[config.mk]
export PLATFORM = sky130hd
export DESIGN_NAME = dmem_arbiter
export DESIGN_NICKNAME = d
export VERILOG_FILES = /design/src/rtl/dmem_arb_pkg.sv /design/src/rtl/dmem_align_check.sv /design/src/rtl/dmem_arbiter.sv
export SDC_FILE = /design/constraint.sdc
export NUM_CORES = 1
export LEC_CHECK = 0
export ABC_AREA = 1
export CORE_MARGIN = 8
export CORE_UTILIZATION = 30
export DETAILED_ROUTE_END_ITERATION = 16
export PLACE_DENSITY = 0.67
export SYNTH_ARGS = -nofsm -noshare
export SYNTH_HDL_FRONTEND = slang
export SYNTH_HIERARCHICAL = 1
export SYNTH_SLANG_ARGS = --single-unit
[constraint.sdc]
create_clock -name clk -period 1.4 [get_ports clk]
set_input_delay 0.14 -clock clk [delete_from_list [all_inputs] [get_ports clk]]
set_output_delay 0.14 -clock clk [all_outputs]
set_load 0.02 [all_outputs]
[src/rtl/dmem_arb_pkg.sv]
// Shared types and constants for the two-port data-memory arbiter.
// Holds the FSM state encoding and the RISC-V load/store funct3 codes.
package dmem_arb_pkg;

  typedef enum logic [1:0] {
    ST_IDLE   = 2'd0,
    ST_ACCESS = 2'd1,
    ST_RESP   = 2'd2
  } state_e;

  localparam logic [2:0] F3_B  = 3'b000;
  localparam logic [2:0] F3_H  = 3'b001;
  localparam logic [2:0] F3_W  = 3'b010;
  localparam logic [2:0] F3_BU = 3'b100;
  localparam logic [2:0] F3_HU = 3'b101;

endpackage

[src/rtl/dmem_align_check.sv]
// Purely combinational misalignment detector for a load/store request.
// Words need addr[1:0] == 0 and halfwords need addr[0] == 0; all other encodings pass.
module dmem_align_check
  import dmem_arb_pkg::*;
(
  input  logic [2:0] i_funct3,
  input  logic [1:0] i_addr_lo,
  output logic       o_misaligned
);

  always_comb begin
    case (i_funct3)
      F3_W:          o_misaligned = |i_addr_lo;
      F3_H, F3_HU:   o_misaligned = i_addr_lo[0];
      F3_B, F3_BU:   o_misaligned = 1'b0;
      default:       o_misaligned = 1'b0;
    endcase
  end

endmodule

[src/rtl/dmem_arbiter.sv]
// Round-robin arbiter sharing one data memory between the pipeline MEM stage (m0)
// and a DMA/debug port (m1); one transaction in flight, IDLE -> ACCESS -> RESP.
module dmem_arbiter
  import dmem_arb_pkg::*;
#(
  parameter int DM_ADDRESS = 9,
  parameter int DATA_W     = 32
) (
  input  logic                  clk,
  input  logic                  rst_n,
  input  logic                  m0_req,
  input  logic                  m0_we,
  input  logic [DM_ADDRESS-1:0] m0_addr,
  input  logic [DATA_W-1:0]     m0_wdata,
  input  logic [2:0]            m0_funct3,
  output logic                  m0_gnt,
  output logic                  m0_rvalid,
  output logic [DATA_W-1:0]     m0_rdata,
  output logic                  m0_err,
  input  logic                  m1_req,
  input  logic                  m1_we,
  input  logic [DM_ADDRESS-1:0] m1_addr,
  input  logic [DATA_W-1:0]     m1_wdata,
  input  logic [2:0]            m1_funct3,
  output logic                  m1_gnt,
  output logic                  m1_rvalid,
  output logic [DATA_W-1:0]     m1_rdata,
  output logic                  m1_err,
  output logic                  MemRead,
  output logic                  MemWrite,
  output logic [DM_ADDRESS-1:0] a,
  output logic [DATA_W-1:0]     wd,
  output logic [2:0]            Funct3,
  input  logic [DATA_W-1:0]     mem_rd,
  output logic                  busy
);

  state_e                r_state, w_next;
  logic                  r_last, r_id, r_we, r_err;
  logic [DM_ADDRESS-1:0] r_addr;
  logic [DATA_W-1:0]     r_wdata, r_rdata;
  logic [2:0]            r_funct3;

  logic                  w_any, w_sel, w_start, w_mis, w_we, w_resp;
  logic [DM_ADDRESS-1:0] w_addr;
  logic [DATA_W-1:0]     w_wdata;
  logic [2:0]            w_funct3;

  // On a tie the requester that did not win last time takes the grant.
  assign w_any    = m0_req | m1_req;
  assign w_sel    = (m0_req & m1_req) ? ~r_last : m1_req;
  assign w_start  = (r_state == ST_IDLE) & w_any;
  assign w_we     = w_sel ? m1_we     : m0_we;
  assign w_addr   = w_sel ? m1_addr   : m0_addr;
  assign w_wdata  = w_sel ? m1_wdata  : m0_wdata;
  assign w_funct3 = w_sel ? m1_funct3 : m0_funct3;

  dmem_align_check u_align (
    .i_funct3     (w_funct3),
    .i_addr_lo    (w_addr[1:0]),
    .o_misaligned (w_mis)
  );

  // NOTE: sequential state uses non-blocking assignments so every flop samples pre-edge values.
  always_ff @(posedge clk or negedge rst_n) begin
    if (!rst_n) r_state <= ST_IDLE;
    else        r_state <= w_next;
  end

  // NOTE: every output of this block gets a default first, so no path can infer a latch.
  always_comb begin
    w_next   = r_state;
    m0_gnt   = 1'b0;
    m1_gnt   = 1'b0;
    MemRead  = 1'b0;
    MemWrite = 1'b0;
    a        = '0;
    wd       = '0;
    Funct3   = '0;
    case (r_state)
      ST_IDLE: begin
        // Grant is combinational; gating with rst_n keeps it low while in reset.
        if (w_any && rst_n) begin
          m0_gnt = ~w_sel;
          m1_gnt = w_sel;
          w_next = w_mis ? ST_RESP : ST_ACCESS;
        end
      end
      ST_ACCESS: begin
        MemRead  = ~r_we;
        MemWrite = r_we;
        a        = r_addr;
        wd       = r_wdata;
        Funct3   = r_funct3;
        w_next   = ST_RESP;
      end
      ST_RESP: w_next = ST_IDLE;
      default: w_next = ST_IDLE;
    endcase
  end

  always_ff @(posedge clk or negedge rst_n) begin
    if (!rst_n) begin
      r_last   <= 1'b1;
      r_id     <= 1'b0;
      r_we     <= 1'b0;
      r_err    <= 1'b0;
      r_addr   <= '0;
      r_wdata  <= '0;
      r_rdata  <= '0;
      r_funct3 <= '0;
    end else if (w_start) begin
      r_last   <= w_sel;
      r_id     <= w_sel;
      r_we     <= w_we;
      r_err    <= w_mis;
      r_addr   <= w_addr;
      r_wdata  <= w_wdata;
      r_rdata  <= '0;
      r_funct3 <= w_funct3;
    end else if (r_state == ST_ACCESS && !r_we) begin
      r_rdata  <= mem_rd;
    end
  end

  // Stores and misaligned accesses leave r_rdata at the zero loaded on grant.
  assign w_resp    = (r_state == ST_RESP);
  assign m0_rvalid = w_resp & ~r_id;
  assign m1_rvalid = w_resp & r_id;
  assign m0_rdata  = m0_rvalid ? r_rdata : '0;
  assign m1_rdata  = m1_rvalid ? r_rdata : '0;
  assign m0_err    = m0_rvalid & r_err;
  assign m1_err    = m1_rvalid & r_err;
  assign busy      = (r_state != ST_IDLE);

endmodule

==> impl_metrics.env <==
export IMPL_reg2regPathDepth=10
export IMPL_yosysTopAreaCell="dfrtp_1"
export IMPL_status="finished, violations left"
export IMPL_power_leakage_nw=5.174
export IMPL_gp_congestion=0.8592
export IMPL_synth_seq_cells=82
export IMPL_vias_per_cell=4.552
export IMPL_grt_use_total_pct=19.47
export IMPL_final_util_pct=63.41
export IMPL_pwr_share_comb_pct=56.4
export IMPL_clockBufferDepth=2
export IMPL_worst_setup_path_type="flip-flop to output pin"
export IMPL_synth_cells=768
export IMPL_worst_slew_pin_slew_ps=680.5
export IMPL_hpwl_um=13290
export IMPL_cts_buffers=9
export IMPL_final_area_sq_um=10070
export IMPL_cp_depth=4
export IMPL_worstPathArrival_ps=1590
export IMPL_swShare_pct=40.76
export IMPL_ir_drop_uv=693.9
export IMPL_syn_cell_area_sq_um=4875
export IMPL_antenna_found_initial=0
export IMPL_synth_top_family_by_area="simple AND/OR/NAND/NOR gates"
export IMPL_clock_root_buffer="clkbuf_16"
export IMPL_grt_start_max_net_pins=49
export IMPL_synth_compound_area_share_pct=0.4877
export IMPL_core_sq_um=15890
export IMPL_end_kind="output pin"
export IMPL_synthTopCellsByArea="dfrtp_1 (42%), nand2_1 (16%), inv_1 (14%)"
export IMPL_synth_area_per_cell_sq_um=6.347
export IMPL_cap_viol_max_count=0
export IMPL_p_per_area_nw_per_um2=1386
export IMPL_die_y_um=143.5
export IMPL_fp_dieW_um=143.5
export IMPL_num_rows=46
export IMPL_ant_nets=0
export IMPL_finalClockSkew_ps=5.009
export IMPL_ctsHtreeMaxLevel=3
export IMPL_initial_core_util_pct=30.69
export IMPL_clk_pin_slew_ps=60
export IMPL_seqPwrFrac_pct=26.8
export IMPL_rsz0062_at_grt="yes"
export IMPL_grt_pass1_wl_um=31500
export IMPL_synth_cell_types=17
export IMPL_dr_pass1_iters=4
export IMPL_whs_ps=-54.42
export IMPL_grt_overflow=0
export IMPL_relSlewSlack_pct=54.64
export IMPL_cp_top_family="buffers and inverters"
export IMPL_wire_per_inst_um=17.07
export IMPL_crit_buf_inv=3
export IMPL_clk_latency_ps=330
export IMPL_synth_mux_area_share_pct=0
export IMPL_layout_nets=1223
export IMPL_cp_required_ps=1260
export IMPL_cts_tree="yes"
export IMPL_drive_gt1_share_pct=36.48
export IMPL_layout_commonest_cell="nand2_1"
export IMPL_finalPower_w=0.01396
export IMPL_synth_xor_area_share_pct=0
export IMPL_setup_ws_ps=-333.0
export IMPL_vias=5999
export IMPL_worstSetupStartpointType="flip-flop"
export IMPL_finalMaxSlewViolations=0
export IMPL_critPathMaxFanout=5
export IMPL_finalCritPeriodShare_pct=123.8
export IMPL_slowest_stage="dfrtp_1"
export IMPL_setup_viol=198
export IMPL_cp_cell_sequence="inv_2 -> nand2_2 -> buf_4 -> dlygate4sd2_1"
export IMPL_drt_iter0_drc=239
export IMPL_seq_area_frac_synth_pct=42.12
export IMPL_netlist_area_leader_share_pct=41.58
export IMPL_finalHoldViolCount=45
export IMPL_antenna_cells=0
export IMPL_violations="hold timing, setup timing"
export IMPL_clock_sinks=82
export IMPL_fin_crit_ps=1733
export IMPL_ys_warn_count=6
export IMPL_p_switching_w=0.005692
export IMPL_synth_adder_area_share_pct=0
export IMPL_mostFrequentLayoutCells="nand2_1 (178), inv_1 (172), clkdlybuf4s50_1 (123), nand3_1 (106), buf_4 (97)"
export IMPL_routed_wl_um=22500
export IMPL_synth_net_count=894
export IMPL_intPower_w=0.008271
export IMPL_max_freq_ghz=0.5771
export IMPL_area_growth_pct=106.6
export IMPL_placed_area_sq_um=7812
export IMPL_synthSimpleGateAreaFrac_pct=39.32
export IMPL_ios=243
export IMPL_hp_class="input pin to asynchronous set/reset pin"
export IMPL_fill_cells=1371
export IMPL_io_buffer_count=242
export IMPL_drcViolationCount=0
export IMPL_die_area_sq_um=20580
export IMPL_max_stage_delay_ps=410
export IMPL_clockPowerShare_pct=16.8
export IMPL_first_global_vias=6001
[cells by family (layout without fill, tap and decap cells)]
logic type / Yosys count / in the layout
AO/OA/AOI/OAI: 4 / 4
buffers and inverters: 222 / 553
flip-flops: 82 / 82
AND/OR/NAND/NOR: 460 / 463
[sequential cells by signal, indices dropped and copies added (netlist names)]
name and flops:
r_state 2, r_we 1, r_funct3 3, r_rdata 32
r_last 1, r_err 1, r_wdata 32, r_id 1
r_addr 9
[per-layer routing]
metal | vias to the layer above | track usage, % | wire length, um
li1 | 2900 | - | -
met1 | 2813 | 21.63 | 8485
met2 | 244 | 34.51 | 11130
met3 | 42 | 6.038 | 2340
met4 | 0 | 6.696 | 541
met5 | - | 0 | 0
[power by group through the flow]
| stage | Combinational (W) | Clock (W) | Sequential, W |
|---|---|---|---|
| 6_report | 0.00787 | 0.00234 | 0.00374 |
| 5_1_grt | 0.00842 | 0.00248 | 0.00384 |
| 4_1_cts | 0.00654 | 0.00240 | 0.00372 |
| 3_5_place_dp | 0.00472 | 0 | 0.00375 |
| 3_3_place_gp | 0.00466 | 0 | 0.00372 |
| 2_1_floorplan | 0.00267 | 0 | 0.00362 |
[Yosys cell counts]
cell        n
nand2_1   207
inv_1     178
nand3_1   127
nor2_1    114
dfrtp_1    81
buf_2      26
clkbuf_1   12
and2_1      5
buf_4       4
o21ai_0     3
inv_2       2
nand2_2     2
nor2_2      2
nor3_1      2
dfstp_2     1
nand3_2     1
o21ai_2     1
[through the flow]
stage / cells / worst slack (ps) / TNS [ps] / hold WS [ps]
after floorplan: 768 / -8.477 / -8.477 / -155.6
final: 1318 / -333.0 / -36780 / -54.42
after CTS: 1295 / -319.2 / -28190 / -34.80
after global routing: 1318 / -404.8 / -48150 / 1.198
after global placement: 1230 / -680.0 / -69390 / 335.9
after detailed placement: 1230 / -712.0 / -72460 / 331.6
[worst reg2reg max path, delay by kind of cell (launching register included)]
kind / cells / cell delay (ps)
AOI/OAI and AO/OA: 1 / 130
buffers and inverters: 1 / 150
DFF: 1 / 550
and+or+nand+nor: 8 / 730
[path summary, 6_finish.rpt]
path                                  from  slack (ps)         end
max in group asynchronous            rst_n         510  r_wdata[5]
worst max register to register      r_last        -210  r_state[1]
worst max-delay path            r_state[1]        -330        busy
worst min register to register   r_addr[8]         470   r_addr[8]
worst min-delay path                 rst_n         -50  r_wdata[8]
min in group clk                     rst_n         200  r_state[0]
[final cells by class]
cell class              count  area (sq um)  share of cell area [%]
flip-flops and latches     82          2053                   20.39
repair buffers            357          3944                   39.16
multi-input cells         467          2835                   28.15
clock buffers              10         229.0                   2.273
inverters                 180         683.2                   6.783
clock inverters             6         57.56                  0.5714
well taps                 216         270.3                   2.683
[what timing repair did]
action | 4_1_cts | 5_1_grt
buffers inserted | 40 | 14
pin swaps | 26 | 17
resized for setup | 829 | 120
hold endpoints to repair | 45 | 0
cloned | 10 | 12
endpoints found under the setup margin | 199 | 198
Power figures use the tool's default switching activity.
